--- src/rtl/lif_neuron_array.sv ---
// ---------------------------------------------------------------------------
// lif_neuron_array
//   A layer of N_NEURONS leaky integrate-and-fire neurons that all see the same
//   binary input vector x. Each neuron owns one row of binary weights, and the
//   rows are loaded LSB-first over a byte-wide configuration stream. A timestep
//   integrates popcount(x & w[n]) into the membrane after an optional
//   arithmetic-shift leak. The result saturates to the membrane range. When it
//   reaches the threshold the neuron spikes, resets its membrane (to zero or by
//   subtracting the threshold) and goes refractory for refrac_len steps.
//
// Ports
//   clk, rst_n     clock, asynchronous active-low reset
//   cfg_valid      strobe for one weight byte on cfg_data
//   cfg_data       8 weight bits; bit k of the stream -> neuron k/N_INPUTS,
//                  input k%N_INPUTS
//   cfg_done       registered; high once every weight bit has been written
//   threshold      signed firing threshold (must be > 0)
//   leak_shift     leak = u >>> leak_shift, 0 disables leak
//   refrac_len     refractory steps loaded after a spike
//   step_valid     apply one timestep using x
//   x              binary input spikes
//   out_valid      one-cycle pulse after each applied step
//   spikes         per-neuron spike flags, held until the next step
//   u_sel          membrane of neuron sel_idx (mux of registers)
//   sel_idx        readout select
// ---------------------------------------------------------------------------
module lif_neuron_array #(
   parameter int N_INPUTS  = 64,
   parameter int N_NEURONS = 4,
   parameter int U_WIDTH   = 8,
   parameter int REFRAC_W  = 3,
   parameter int RESET_SUB = 0,
   localparam int SEL_W    = (N_NEURONS > 1) ? $clog2(N_NEURONS) : 1
) (
   input  logic                 clk,
   input  logic                 rst_n,
   input  logic                 cfg_valid,
   input  logic [7:0]           cfg_data,
   output logic                 cfg_done,
   input  logic [U_WIDTH-1:0]   threshold,
   input  logic [2:0]           leak_shift,
   input  logic [REFRAC_W-1:0]  refrac_len,
   input  logic                 step_valid,
   input  logic [N_INPUTS-1:0]  x,
   output logic                 out_valid,
   output logic [N_NEURONS-1:0] spikes,
   output logic [U_WIDTH-1:0]   u_sel,
   input  logic [SEL_W-1:0]     sel_idx
);

   localparam int N_BITS  = N_INPUTS * N_NEURONS;
   localparam int N_BYTES = N_BITS / 8;
   localparam int BYTE_W  = (N_BYTES > 1) ? $clog2(N_BYTES) : 1;
   localparam int SUM_W   = $clog2(N_INPUTS + 1);
   // Eight guard bits leave room for u - leak + sum before saturation.
   localparam int VW      = U_WIDTH + 8;

   logic [N_BITS-1:0]            w_r;
   logic [BYTE_W-1:0]            byte_cnt_r;
   logic                         cfg_done_r;
   logic signed [U_WIDTH-1:0]    u_r       [N_NEURONS];
   logic [REFRAC_W-1:0]          ref_r     [N_NEURONS];
   logic [N_NEURONS-1:0]         spikes_r;
   logic                         out_valid_r;

   logic signed [VW-1:0]         v_wide_s  [N_NEURONS];
   logic signed [U_WIDTH-1:0]    v_sat_s   [N_NEURONS];
   logic signed [U_WIDTH-1:0]    u_nxt_s   [N_NEURONS];
   logic [REFRAC_W-1:0]          ref_nxt_s [N_NEURONS];
   logic [N_NEURONS-1:0]         spk_nxt_s;

   function automatic logic [SUM_W-1:0] popcount(input logic [N_INPUTS-1:0] v);
      logic [SUM_W-1:0] c;
      c = {SUM_W{1'b0}};
      for (int i = 0; i < N_INPUTS; i++) begin
         c = c + {{(SUM_W-1){1'b0}}, v[i]};
      end
      return c;
   endfunction

   // u - leak + sum, evaluated in the widened domain so it cannot wrap.
   function automatic logic signed [VW-1:0] integrate(
      input logic signed [U_WIDTH-1:0] u,
      input logic [2:0]                sh,
      input logic [SUM_W-1:0]          sum
   );
      logic signed [VW-1:0] u_ext;
      logic signed [VW-1:0] leak;
      logic signed [VW-1:0] sum_ext;
      u_ext = {{(VW-U_WIDTH){u[U_WIDTH-1]}}, u};
      if (sh != 3'd0) begin
         leak = u_ext >>> sh;
      end else begin
         leak = {VW{1'b0}};
      end
      sum_ext = {{(VW-SUM_W){1'b0}}, sum};
      return u_ext - leak + sum_ext;
   endfunction

   function automatic logic signed [U_WIDTH-1:0] saturate(input logic signed [VW-1:0] v);
      logic signed [VW-1:0] hi;
      logic signed [VW-1:0] lo;
      hi = {{(VW-U_WIDTH+1){1'b0}}, {(U_WIDTH-1){1'b1}}};
      lo = {{(VW-U_WIDTH+1){1'b1}}, {(U_WIDTH-1){1'b0}}};
      if (v > hi) begin
         return hi[U_WIDTH-1:0];
      end else if (v < lo) begin
         return lo[U_WIDTH-1:0];
      end else begin
         return v[U_WIDTH-1:0];
      end
   endfunction

   // Per-neuron next state for a timestep.
   always_comb begin
      spk_nxt_s = {N_NEURONS{1'b0}};
      for (int n = 0; n < N_NEURONS; n++) begin
         v_wide_s[n]  = {VW{1'b0}};
         v_sat_s[n]   = {U_WIDTH{1'b0}};
         u_nxt_s[n]   = u_r[n];
         ref_nxt_s[n] = ref_r[n];
      end
      for (int n = 0; n < N_NEURONS; n++) begin
         v_wide_s[n] = integrate(u_r[n], leak_shift,
                                 popcount(x & w_r[n*N_INPUTS +: N_INPUTS]));
         v_sat_s[n]  = saturate(v_wide_s[n]);
         if (ref_r[n] != {REFRAC_W{1'b0}}) begin
            // Refractory: count down, membrane frozen, no spike.
            ref_nxt_s[n] = ref_r[n] - {{(REFRAC_W-1){1'b0}}, 1'b1};
         end else if (v_sat_s[n] >= $signed(threshold)) begin
            spk_nxt_s[n] = 1'b1;
            ref_nxt_s[n] = refrac_len;
            if (RESET_SUB != 0) begin
               u_nxt_s[n] = v_sat_s[n] - $signed(threshold);
            end else begin
               u_nxt_s[n] = {U_WIDTH{1'b0}};
            end
         end else begin
            u_nxt_s[n] = v_sat_s[n];
         end
      end
   end

   // Weight loading: one byte per strobe until the array is full, then locked.
   always_ff @(posedge clk or negedge rst_n) begin
      if (!rst_n) begin
         w_r        <= {N_BITS{1'b0}};
         byte_cnt_r <= {BYTE_W{1'b0}};
         cfg_done_r <= 1'b0;
      end else if (cfg_valid && !cfg_done_r) begin
         w_r[{byte_cnt_r, 3'b000} +: 8] <= cfg_data;
         byte_cnt_r <= byte_cnt_r + BYTE_W'(1);
         if (byte_cnt_r == BYTE_W'(N_BYTES - 1)) begin
            cfg_done_r <= 1'b1;
         end else begin
            cfg_done_r <= 1'b0;
         end
      end else begin
         cfg_done_r <= cfg_done_r;
      end
   end

   // Neuron state: updated only on a step, otherwise held (no leak while idle).
   always_ff @(posedge clk or negedge rst_n) begin
      if (!rst_n) begin
         for (int n = 0; n < N_NEURONS; n++) begin
            u_r[n]   <= {U_WIDTH{1'b0}};
            ref_r[n] <= {REFRAC_W{1'b0}};
         end
         spikes_r    <= {N_NEURONS{1'b0}};
         out_valid_r <= 1'b0;
      end else begin
         out_valid_r <= step_valid;
         if (step_valid) begin
            for (int n = 0; n < N_NEURONS; n++) begin
               u_r[n]   <= u_nxt_s[n];
               ref_r[n] <= ref_nxt_s[n];
            end
            spikes_r <= spk_nxt_s;
         end else begin
            spikes_r <= spikes_r;
         end
      end
   end

   assign cfg_done  = cfg_done_r;
   assign out_valid = out_valid_r;
   assign spikes    = spikes_r;
   assign u_sel     = u_r[sel_idx];

endmodule

--- config.mk ---
export PLATFORM = sky130hd
export DESIGN_NAME = lif_neuron_array
export DESIGN_NICKNAME = d
export VERILOG_FILES = /design/src/rtl/lif_neuron_array.sv
export SDC_FILE = /design/constraint.sdc
export NUM_CORES = 1
export LEC_CHECK = 0
export BUFFER_PORTS_ARGS = -buffer_cell sky130_fd_sc_hd__buf_2
export CAP_MARGIN = 20
export CORE_AREA = 10 10 299 301
export CTS_BUF_LIST = sky130_fd_sc_hd__clkbuf_4
export DETAILED_ROUTE_END_ITERATION = 16
export DIE_AREA = 0 0 309 311
export PLACE_DENSITY = 0.51
export REMOVE_ABC_BUFFERS = 1
export SLEW_MARGIN = 20
export SYNTH_ARGS = -nofsm -noshare
export SYNTH_HDL_FRONTEND = slang
export SYNTH_SLANG_ARGS = --single-unit
export TNS_END_PERCENT = 1
--- constraint.sdc ---
create_clock -name clk -period 12.8 [get_ports clk]
set_clock_uncertainty 0.1 [all_clocks]
set_input_delay 1.28 -clock clk [delete_from_list [all_inputs] [get_ports clk]]
set_output_delay 1.28 -clock clk [all_outputs]
set_load 0.01 [all_outputs]
; Word-level counts from Yosys, hierarchy flattened
; Cells that the tools add are included.
[classes]
n_addsub = 266
multipliers = 0
n_div = 0
n_lt_le_gt_ge = 13
eq_ne = 1
n_shift = 6
muxes = 37
bitwise = 9
reduce_logical = 19
[ops]
columns = cell, count
row1 = adder 7 x 1 -> 7 bit, 228
row2 = bitwise AND 64 bit, 4
row3 = bitwise mux 256 bit, 1
row4 = "variable shift 8 x 10 -> 256 bit, first input constant", 1
row5 = variable part select 8 x 10 -> 256 bit, 1
row6 = two-way mux 8 bit, 14
row7 = adder 16 x 8 -> 16 bit, 4
row8 = "greater-than comparator 16 x 8 -> 1 bit, second input constant", 4
row9 = "less-than comparator 16 x 8 -> 1 bit, second input constant", 4
row10 = two-way mux 16 bit, 4
row11 = >>> shifter 8 x 3 -> 16 bit, 4
row12 = subtractor 8 x 16 -> 16 bit, 4
row13 = >= comparator 8 bit, 4
row14 = adder 6 x 1 -> 7 bit, 4
row15 = adder 5 x 1 -> 6 bit, 4
row16 = two-way mux 3 bit, 8
row17 = adder 4 x 1 -> 5 bit, 4
row18 = adder 3 x 1 -> 4 bit, 4
row19 = binary-select mux 8 bit (select 2 bit), 1
row20 = AND reduction 2 bit, 8
row21 = nonzero test 3 bit, 5
row22 = adder 2 x 1 -> 3 bit, 4
row23 = "subtractor 3 x 1 -> 3 bit, second input constant", 4
row24 = negator 8 -> 10 bit, 1
row25 = 10 further kinds, 27
[word_totals]
reg_bits = 311
latch_bits = 0
mem_bits_rw = 0
mem_bits_ro = 0
inputBits = 92
word_cells = 364
n_memories = 0

; Longest topological paths before layout
; Gate-level depths: netlist of run 1.
[depth]
word_depth = 71
ltp_mapped = 38

; Worst setup path before layout of run 1
; No wires, ideal clock.
[synth_path]
path_type = input to register
start = in x[0]
end = reg u_r[10] (netlist name)
setup_time_ps = 116
t_arrival_ps = 10394
required_ps = 12584
setup_slack_ps = 2190
cell_stages = 34
cell_sequence = and2_1 fa_1 inv_1 fa_1 fa_1 fa_1 fa_1 fa_1 fa_1 inv_1 fa_1 ha_1 fa_1 a21oi_1 nor2_1 nor2_1 xor2_1 fa_1 inv_1 ha_1 a211o_1 a221oi_1 and2_1 o311ai_2 nand2_1 clkbuf_1 o21ai_0 ha_1 or4b_1 a21oi_1 o21ai_1 and2_1 or2_1 o311ai_0
[synth_between]
elab_chain_cells = 70
[synth_lines]
columns = element, line
row1 = from (decl), 44  ; input logic [N_INPUTS-1:0] x,
row2 = bitwise AND 64 bit *, 125  ; popcount(x & w_r[n*N_INPUTS +: N_INPUTS]));
row3 = adder 1 x 1 -> 2 bit *, 76  ; c = c + {{(SUM_W-1){1'b0}}, v[i]};
row4 = adder 2 x 1 -> 3 bit *, 76
row5 = adder 3 x 1 -> 4 bit *, 76
row6 = adder 4 x 1 -> 5 bit *, 76
row7 = adder 5 x 1 -> 6 bit *, 76
row8 = adder 6 x 1 -> 7 bit *, 76
row9 = adder 7 x 1 -> 7 bit * (57 in a row), 76
row10 = adder 16 x 8 -> 16 bit *, 97  ; return u_ext - leak + sum_ext;
row11 = less-than comparator 16 x 8 -> 1 bit, 107  ; end else if (v < lo) begin
row12 = two-way mux 8 bit, 107
row13 = two-way mux 8 bit *, 105  ; if (v > hi) begin
row14 = >= comparator 8 bit, 130  ; end else if (v_sat_s[n] >= $signed(threshold)) begin
row15 = two-way mux 8 bit *, 130
row16 = "to (signal, indexed assignment)", 167  ; u_r[n] <= {U_WIDTH{1'b0}};
row17 = "to (signal, indexed assignment)", 176  ; u_r[n] <= u_nxt_s[n];
row18 = to (decl), 61  ; logic signed [U_WIDTH-1:0] u_r [N_NEURONS];
; Mark *: on every way between the ends. The rest lies on a longest branch, timed or not.
; A chain may end at the register's enable or synchronous reset.

; Worst setup path in the final report of run 1
[layout_path]
start = in x[33]
end = reg u_r[24] (netlist name)
[layout_between]
elab_chain_cells = 38
[layout_lines]
columns = element, line
row1 = bitwise AND 64 bit *, 125
row2 = adder 7 x 1 -> 7 bit * (31 in a row), 76
row3 = adder 16 x 8 -> 16 bit *, 97
row4 = less-than comparator 16 x 8 -> 1 bit, 107
row5 = two-way mux 8 bit, 107
row6 = two-way mux 8 bit *, 105
row7 = >= comparator 8 bit, 130
row8 = two-way mux 8 bit *, 130
; Marks and branches as above.

==> results.md, run 1 <==
* RSZ-0062 raised after global routing: false
* Reg2Reg Depth at 34
* Post-synth cell types at 82
* Worst setup startpoint: x[33]
* Tcrit/Tclk final at 0.874
* Layout cell share with drive strength beyond 1 at 0.225
* ANT nets after route at 0
* Post-Synthesis Cells at 2321
* Die H at roughly 310 um
* Post-CTS Setup Bufs at 0
* CP Capture Type: flip-flop
* Final min period at about 11000 ps
* Ys flop type: dfrtp_1
* R2r setup slk at 1770 ps
* Sequential area share after synthesis at 0.313
* Vias in the first global route at 19.0k
* Flops & latches, synth at roughly 310
* Total gr overflow at 0
* Slew headroom at 0.250
* Root Driver: clkbuf_4
* CTS Sinks at 311
* Crit path launch type: input pin
* Area grow syn2layout at 11.5%
* First-pass GRT wire length at 121000 um
* Max Fclk at about 90 MHz
* CTS HTree Levels at 3
* Pre-antenna DRT Iters at 7
* Largest net degree at the start of global routing at 79
* Die W at 309 um
* RR Endpoint: u_r[4]
* Hold_buf cts at 0
* Vias per inst at 4.99
* CTS tree: yes
* Final net count at 2947
* Dpl hpwl at 65600 um
* Min-Delay Path Class: input pin to asynchronous set/reset pin
* Clk buf depth at 3
* Asr flop ratio synth at 1.00
* Final Util at 0.333
* Port Buffers at 105
* Hold Violations, Final at 0
* Routed via count at 18.0k
* CP arrival at approximately 12000 ps
* Max cap viols at 0
* Worst path required time at about 13000 ps
* Core Area at 0.0833 mm2
* Die area at 0.0961 mm2
* Mapped cell area at ~0.025 mm2
* FP Rows at 106
* Crit Path Max Fanout at 14
* TNS Setup at 0 ps
* Slowest-stage cell, CP: a221oi_2
* Starting Density at 0.298
* CTS buffer count at 90
* Worst slew pin tran at 1120 ps
* Drt total wl at ~82000 um
* Worst setup path end: u_r[24]
* Drt drc at 0
* GP Congestion at 0.923
* YS warnings at 0
* CP most frequent cell: fa_1
* Final Max Tran Viols at 0
* Starting DRT DRC Count at 1135
* Status: finished clean
* Later-pin clock latency in the skew report at 880 ps
* Antenna violations before repair at 22
* Post-CTS sizing at 0
* Crit Path Class: input pin to flip-flop
* Number of fill cells at approximately 8.5k
* Syn Area/Cell at 10.7 um2
* Worst path max stage delay at 650 ps
* Final setup vio count at 0
* Critical R2R Launch: w_r[203]
* Clk pin slew, worst setup/hold paths at 60 ps
* WL/cell at 22.7 um
* IO Pins at 106
* GR Util All Layers at 0.170
* Post-synth EDFFs at 0
## synthesized netlist by cell type (5+ instances only)
| library cell | n | area, um2 |
|---|---|---|
| nand3_2 | 12 | 120 |
| xor2_1 | 20 | 175 |
| a21oi_1 | 57 | 285 |
| o211ai_1 | 6 | 45.0 |
| o21a_1 | 10 | 75.1 |
| dfrtp_1 | 311 | 7780 |
| nor2_1 | 89 | 334 |
| mux2i_1 | 7 | 70.1 |
| xnor2_1 | 25 | 219 |
| o221ai_1 | 8 | 70.1 |
| nand4_1 | 6 | 37.5 |
| a21o_1 | 21 | 158 |
| nor3_1 | 16 | 80.1 |
| o21bai_1 | 16 | 120 |
| a31oi_1 | 5 | 31.3 |
| nor2_2 | 12 | 75.1 |
| nor4_1 | 5 | 31.3 |
| o31ai_1 | 11 | 82.6 |
| mux2_2 | 259 | 2920 |
| nand2_1 | 256 | 961 |
| nand3_1 | 12 | 60.1 |
| a22oi_1 | 9 | 67.6 |
| and3_1 | 16 | 100 |
| fa_1 | 244 | 4880 |
| o311ai_0 | 18 | 158 |
| buf_1 | 5 | 18.8 |
| o21ai_0 | 89 | 445 |
| and2_1 | 157 | 982 |
| mux4_2 | 12 | 270 |
| nor2b_1 | 16 | 100 |
| clkbuf_1 | 50 | 188 |
| or3_1 | 7 | 43.8 |
| ha_1 | 146 | 1830 |
| nand2b_1 | 21 | 131 |
| a22o_1 | 7 | 61.3 |
| inv_1 | 266 | 998 |
| a211oi_1 | 15 | 113 |
## area by class of cell
cell class | instances | area (um2) | area share
Multi-Input combinational cell | 1683 | 15900 | 0.572
Sequential cell | 311 | 7780 | 0.281
Tap cell | 1080 | 1350 | 0.0488
Inverter | 266 | 998 | 0.0360
Clock buffer | 121 | 908 | 0.0328
Timing Repair Buffer | 113 | 599 | 0.0216
Clock inverter | 32 | 199 | 0.00718
Antenna cell | 6 | 15.0 | 0.000542
## per-layer routing
metal / GRT usage / vias up / part of all wire
li1: - / 8138 / -
met1: 0.220 / 9153 / 0.43
met2: 0.263 / 542 / 0.46
met3: 0.0572 / 155 / 0.085
met4: 0.0572 / 26 / 0.028
met5: 0 / - / 0.0022
## flip-flops by register name, indices dropped and copies added (netlist names)
register	flops
byte_cnt_r	5
out_valid	1
cfg_done	1
w_r	256
spikes	4
ref_r	12
u_r	32
## cell families after synthesis
kind of cell,count (synthesis),share of synthesized area
adder cells (fa/ha/maj),390,0.270
XOR/XNOR,45,0.0159
buffers and inverters,327,0.0501
AO/OA/AOI/OAI,314,0.0848
flip-flops,311,0.313
AND/OR/NAND/NOR,655,0.134
multiplexers,279,0.132
## cells in the final DEF, fill, tap and decap left out, drive strengths merged, types with 5 or more instances in the layout
master,Yosys,final
clkinv,0,27
mux2,260,260
and2,157,157
o31ai,11,11
a22oi,9,9
a21o,22,22
nand4,6,6
mux2i,7,7
o21ai,92,92
nand3,25,25
or2,5,5
a31oi,5,5
buf,11,113
o21bai,16,16
o211ai,6,6
ha,146,146
nor4,7,7
nor2b,17,17
nand2b,21,21
xnor2,25,25
a211oi,16,16
nor3,18,18
nand2,259,259
a21oi,58,58
fa,244,244
clkbuf,50,121
a22o,7,7
o21a,10,10
mux4,12,12
and3,16,16
or3,7,7
xor2,20,20
diode,0,6
inv,266,268
o311ai,19,19
o221ai,8,8
dfrtp,311,311
nor2,102,102
## worst max-delay path: cells and delay by family
kind / cells / cell delay, ps
buf+inv: 4 / 320
xor+xnor: 1 / 110
fa+ha+maj: 13 / 6040
simple gates: 5 / 920
compound gates: 9 / 3080
## how the worst min path moves through the flow
stage                          from   endpoint
after floorplan            ref_r[4]   ref_r[4]
after global placement    spikes[1]  spikes[1]
after global routing          rst_n  spikes[2]
after detailed placement  spikes[3]  spikes[3]
after CTS                     rst_n  spikes[2]
final                         rst_n  spikes[2]
## per-stage QoR
step / instance area [um2] / hold WS, ps / instances / worst slack, ps
4_1_cts: 27700 / 190 / 3606 / 1770
3_5_place_dp: 26600 / 371 / 3453 / 850
6_report: 27700 / 257 / 3612 / 1610
2_1_floorplan: 24600 / 356 / 2260 / 2200
3_3_place_gp: 26600 / 361 / 3452 / 1020
5_1_grt: 27700 / 243 / 3610 / 1050
Power of run 1 is left out: the tool's default activity adds up to more than one toggle a clock period on the data nets, which glitch-free logic cannot reach.
==> run 2: changes to the inputs <==
REMOVE_ABC_BUFFERS = default   (was 1)
==> run 2 against run 1 <==
- maximum frequency increased by 1.0%
- cell count increased by 0.47%
- register-to-register slack got worse by 20 ps
- design area increased by 0.27%
- via count increased by 1.0%
- utilization increased by 0.089 points
- critical path depth unchanged
- non-clock buffer count decreased by 1
- sequential share of layout area decreased by 0.075 points
- largest cell class unchanged
- highest routed layer unchanged
==> results.md, run 2 (synthesis results as in run 1) <==
* Status: finished clean
* Met3 Resource Use GR at 0.0371 (-0.0201)
* Hold_buf cts at 0 (unchanged)
* Commonest cells after routing, fill and taps aside: 311 x dfrtp_1, 266 x inv_1, 259 x mux2_2
* Commonest non-fill, non-tap cell in the layout: dfrtp_1
* Routed via count at 18.2k (+1.0%)
* CP arrival at 11710 ps (-70 ps)
* Slew headroom at 0.290 (+0.0405)
* Top Registers: w_r (256), u_r (32), ref_r (12)
* Max cap viols at 0 (unchanged)
* Tcrit/Tclk final at 0.865 (-0.00885)
* Max FFs per register at 256 (unchanged)
* Starting DRT DRC Count at 1203 (+6.0%)
* Final setup vio count at 0 (unchanged)
* CTS HTree Levels at 3 (unchanged)
* Post-CTS Setup Bufs at 0 (unchanged)
* Port Buffers at 105 (unchanged)
* Min-Delay Path Class: input pin to asynchronous set/reset pin
* FP Rows at 106 (unchanged)
* ANT nets after route at 0 (unchanged)
* Placement Cell Area at 0.0266 mm2 (about the same)
* Core Area at 0.0833 mm2 (unchanged)
* Post-CTS sizing at 0 (unchanged)
* Crit Path Class: input pin to flip-flop
* Worst slew pin tran at 1060 ps (-52.4 ps)
* WL/cell at 22.7 um (+0.15%)
* Layout cell share with drive strength beyond 1 at 0.224 (-0.00124)
* Critical R2R Launch: w_r[9]
* Die W at 309 um (unchanged)
* GP Congestion at 0.905 (-1.9%)
* Clk buf depth at 3 (unchanged)
* CP most frequent cell: fa_1
* GRT busiest layer: met2
* Vias in the first global route at 19.4k (+2.0%)
* Largest net degree at the start of global routing at 162 (+110%)
* Clk pin slew, worst setup/hold paths at 70 ps (about the same)
* Syn nets at 2803
* Worst path max stage delay at 670 ps (+20 ps)
* GRT met2 Usage at 0.266 (+0.00241)
* Antenna violations before repair at 20 (-9.1%)
* Final net count at 2948 (+0.034%)
* CTS buffer count at 92 (+2.2%)
* Starting Density at 0.298 (unchanged)
* First-pass GRT wire length at 124000 um (+2.0%)
* Final min period at 11080 ps (-113 ps)
* Final Max Tran Viols at 0 (unchanged)
* Design Area, Final at 0.0278 mm2 (+0.27%)
* Vias per inst at 5.02 (+0.57%)
* RSZ-0062 raised after global routing: false
* Slowest-stage cell, CP: o21ai_1
* CTS Sinks at 311 (unchanged)
* Worst setup startpoint: x[27]
* Grt met1 use at 0.237 (+0.0172)
* Total gr overflow at 0 (unchanged)
* GR Util All Layers at 0.172 (+0.00182)
* TNS Setup at 0 ps (unchanged)
* Worst path required time at 13440 ps (+50 ps)
* Die H at 311 um (unchanged)
* Pre-antenna DRT Iters at 5 (-2)
* CP Capture Type: flip-flop
* Die area at 0.0961 mm2 (unchanged)
* Drt total wl at 82500 um (+0.62%)
* Later-pin clock latency in the skew report at 930 ps (+50 ps)
* Max Fclk at 90.3 MHz (+1.0%)
* Drt drc at 0 (unchanged)
* Area grow syn2layout at 11.8%
* Hold Violations, Final at 0 (unchanged)
* Largest reg by FF count: w_r
* IO Pins at 106 (unchanged)
* Crit path launch type: input pin
* CTS tree: yes
* Crit Path Max Fanout at 14 (unchanged)
* Dpl hpwl at 66200 um (+0.77%)
* Root Driver: clkbuf_4
run 2: cell types whose count changed in the layout (fill, tap and decap cells not counted), moves of 3 or more:
cell      before  now
clkbuf_4     121  113
diode_2        6    9
clkinv_2       4   11
clkinv_1      22   34
run 2: critical path: cells and delay by family:
| kind | cells | cell delay, ps |
|---|---|---|
| AND/OR/NAND/NOR | 3 | 340 |
| XOR/XNOR | 1 | 120 |
| adder cells (fa/ha/maj) | 13 | 6040 |
| buffers and inverters | 4 | 290 |
| AO/OA/AOI/OAI | 11 | 3600 |
run 2: layout make-up:
class                      instances  area [um2]
sequential                       311        7780
clock buffer                     113         848
tap                             1080        1350
fill                            8497       55500
clock inverter                    55         330
multi-input combinational       1683       15800
inverter                         266         998
timing repair buffer             112         601
antenna                            9        22.5
run 2: path summary, 6_finish.rpt:
path	to	slack, ps	depth (start not counted)
min reg2reg	spikes[1]	380	1
min in group clk	spikes[1]	380	1
min	spikes[2]	310	1
max in group asynchronous	byte_cnt_r[2]	10820	2
max reg2reg	u_r[28]	1750	30
max	u_r[28]	1720	32
run 2: metal layers:
| metal | share of wire | wire length, um |
|---|---|---|
| met1 | 0.45 | 37400 |
| met2 | 0.46 | 37600 |
| met3 | 0.062 | 5130 |
| met4 | 0.027 | 2210 |
| met5 | 0.0023 | 188 |
run 2: stage by stage:
step | worst slack, ps | instances | utilization | hold WS (ps)
6_report | 1720 | 3629 | 0.334 | 314
2_1_floorplan | 2190 | 2321 | - | 356
3_5_place_dp | 928 | 3452 | 0.319 | 371
5_1_grt | 1170 | 3627 | 0.334 | 323
4_1_cts | 1860 | 3620 | 0.333 | 263
3_3_place_gp | 943 | 3451 | 0.319 | 363
Power of run 2 is left out for the same reason.
==> run 3: changes to the inputs <==
CORE_AREA = 10 10 215 420   (was 10 10 299 301)
DIE_AREA = 0 0 225 430   (was 0 0 309 311)
PLACE_DENSITY = 0.5   (was 0.51)
==> run 3 against run 2 <==
- count of clock-buffer cells in the layout down 4
- die area up 0.68%
- maximum frequency down 3.3%
- register-to-register slack worse by 280 ps
- design area down 0.45%
- highest routed layer unchanged
- critical path type unchanged
- setup slack worse by 380 ps
- utilization down 0.24 points
- cell count down 0.69%
- critical path depth up 1
- non-clock buffer count up 6
- first-iteration DRC count down 18%
==> results.md, run 3 (synthesis results as in run 1) <==
* Crit Path Class: input pin to flip-flop
* Slowest-stage cell, CP: fa_1
* Number of fill cells at 8531 (+0.40%)
* Min-Delay Path Class: input pin to asynchronous set/reset pin
* ANT nets after route at 0 (unchanged)
* Post-CTS sizing at 0 (unchanged)
* Grt met1 use at 0.175 (-0.0615)
* CP arrival at 12090 ps (+380 ps)
* Dpl hpwl at 75200 um (+14%)
* GRT met2 Usage at 0.355 (+0.0898)
* Antenna violations before repair at 17 (-15%)
* Vias per inst at 5.01 (about the same)
* Final Max Tran Viols at 0 (unchanged)
* Clk buf depth at 3 (unchanged)
* Final min period at 11460 ps (+383 ps)
* Status: finished clean
* Pre-antenna DRT Iters at 7 (+2)
* Core Area at 0.0835 mm2 (+0.27%)
* First-pass GRT wire length at 133000 um (+7.8%)
* Worst slew pin tran at 1100 ps (+39.8 ps)
* Clk pin slew, worst setup/hold paths at 70 ps (about the same)
* Drt total wl at 90800 um (+9.9%)
* Worst path max stage delay at 800 ps (+130 ps)
* Tcrit/Tclk final at 0.895 (+0.0299)
* Die area at 0.0968 mm2 (+0.68%)
* CTS HTree Levels at 3 (unchanged)
* GP Congestion at 0.922 (+1.9%)
* CP Capture Type: flip-flop
* Later-pin clock latency in the skew report at 900 ps (-30 ps)
* Top Registers: w_r (256), u_r (32), ref_r (12)
* Drt drc at 0 (unchanged)
* Starting Density at 0.297 (-0.000813)
* CTS buffer count at 82 (-11%)
* Root Driver: clkbuf_4
* Max FFs per register at 256 (unchanged)
* Total gr overflow at 0 (unchanged)
* R2r setup slk at 1470 ps (-280 ps)
* Hold_buf cts at 0 (unchanged)
* Die H at 430 um (+38%)
* GRT busiest layer: met2
* Layout cell share with drive strength beyond 1 at 0.221 (-0.00219)
* Hold Violations, Final at 0 (unchanged)
* Die W at 225 um (-27%)
* Final net count at 2944 (-0.14%)
* Crit Path Max Fanout at 14 (unchanged)
* Commonest cells after routing, fill and taps aside: 311 x dfrtp_1, 266 x inv_1, 259 x mux2_2
* Routed via count at 18.1k (-0.75%)
* TNS Setup at 0 ps (unchanged)
* Final setup vio count at 0 (unchanged)
* Commonest non-fill, non-tap cell in the layout: dfrtp_1
* Crit path launch type: input pin
* CTS Sinks at 311 (unchanged)
* Post-CTS Setup Bufs at 0 (unchanged)
* IO Pins at 106 (unchanged)
* CTS tree: yes
* Vias in the first global route at 20.3k (+4.4%)
* GR Util All Layers at 0.191 (+0.0191)
* Largest net degree at the start of global routing at 100 (-38%)
* Area grow syn2layout at 11.3%
* Largest reg by FF count: w_r
* Max Fclk at 87.3 MHz (-3.3%)
* Met3 Resource Use GR at 0.0327 (-0.00440)
* Starting DRT DRC Count at 983 (-18%)
* Max cap viols at 0 (unchanged)
* Critical R2R Launch: w_r[13]
* RSZ-0062 raised after global routing: false
* CP most frequent cell: fa_1
* RR Endpoint: u_r[25]
* FP Rows at 150 (+42%)
* Worst path required time at 13430 ps (about the same)
* Slew headroom at 0.258 (-0.0322)
* Syn nets at 2803 (unchanged)
* Reg2Reg Depth at 32 (+6.7%)
* WL/cell at 25.2 um (+11%)
* Port Buffers at 105 (unchanged)
[run 3: cell types whose count changed in the layout (fill, tap and decap cells not counted), moves of 2 or more]
| cell | previous run | this run |
|---|---|---|
| buf_4 | 6 | 12 |
| clkinv_2 | 11 | 5 |
| clkbuf_4 | 113 | 109 |
| clkinv_1 | 34 | 30 |
| bufinv_16 | 3 | 1 |
| diode_2 | 9 | 11 |
[run 3: stage by stage]
stage / hold WS (ps) / utilization / cell area [um2] / cells / setup WS, ps
6_report: 362 / 0.331 / 27700 / 3604 / 1340
5_1_grt: 349 / 0.331 / 27600 / 3598 / 679
4_1_cts: 327 / 0.331 / 27600 / 3593 / 1360
3_5_place_dp: 381 / 0.318 / 26600 / 3442 / 444
3_3_place_gp: 375 / 0.318 / 26600 / 3442 / 455
2_1_floorplan: 356 / - / 24800 / 2321 / 2190
[run 3: cell type report]
cell class | instances | area (um2) | share of cell area
clock inverter | 42 | 218 | 0.00787
tap | 1064 | 1330 | 0.0481
multi-input combinational | 1683 | 15800 | 0.573
antenna | 11 | 27.5 | 0.000995
clock buffer | 109 | 818 | 0.0296
inverter | 266 | 998 | 0.0361
timing repair buffer | 118 | 637 | 0.0230
sequential | 311 | 7780 | 0.281
[run 3: critical path, delay by kind of cell]
kind	cells	cell delay, ps
XOR/XNOR	1	230
adder cells (fa/ha/maj)	12	6000
AO/OA/AOI/OAI	11	3280
AND/OR/NAND/NOR	5	960
buffers and inverters	4	310
[run 3: layer usage]
metal / wire length (um) / up-vias
met4: 8610 / 8
met3: 3980 / 259
met5: 54 / -
met2: 49100 / 556
met1: 29000 / 9104
li1: - / 8138
[run 3: worst max path at each step]
| stage | slack (ps) | startpoint | endpoint | cells past startpoint |
|---|---|---|---|---|
| 6_report | 1340 | x[15] | u_r[25] | 33 |
| 5_1_grt | 680 | x[15] | u_r[25] | 33 |
| 2_1_floorplan | 2190 | x[0] | u_r[10] | 34 |
| 3_3_place_gp | 450 | x[15] | u_r[26] | 33 |
| 3_5_place_dp | 440 | x[15] | u_r[25] | 33 |
| 4_1_cts | 1360 | x[15] | u_r[25] | 33 |
Power of run 3 is left out for the same reason.
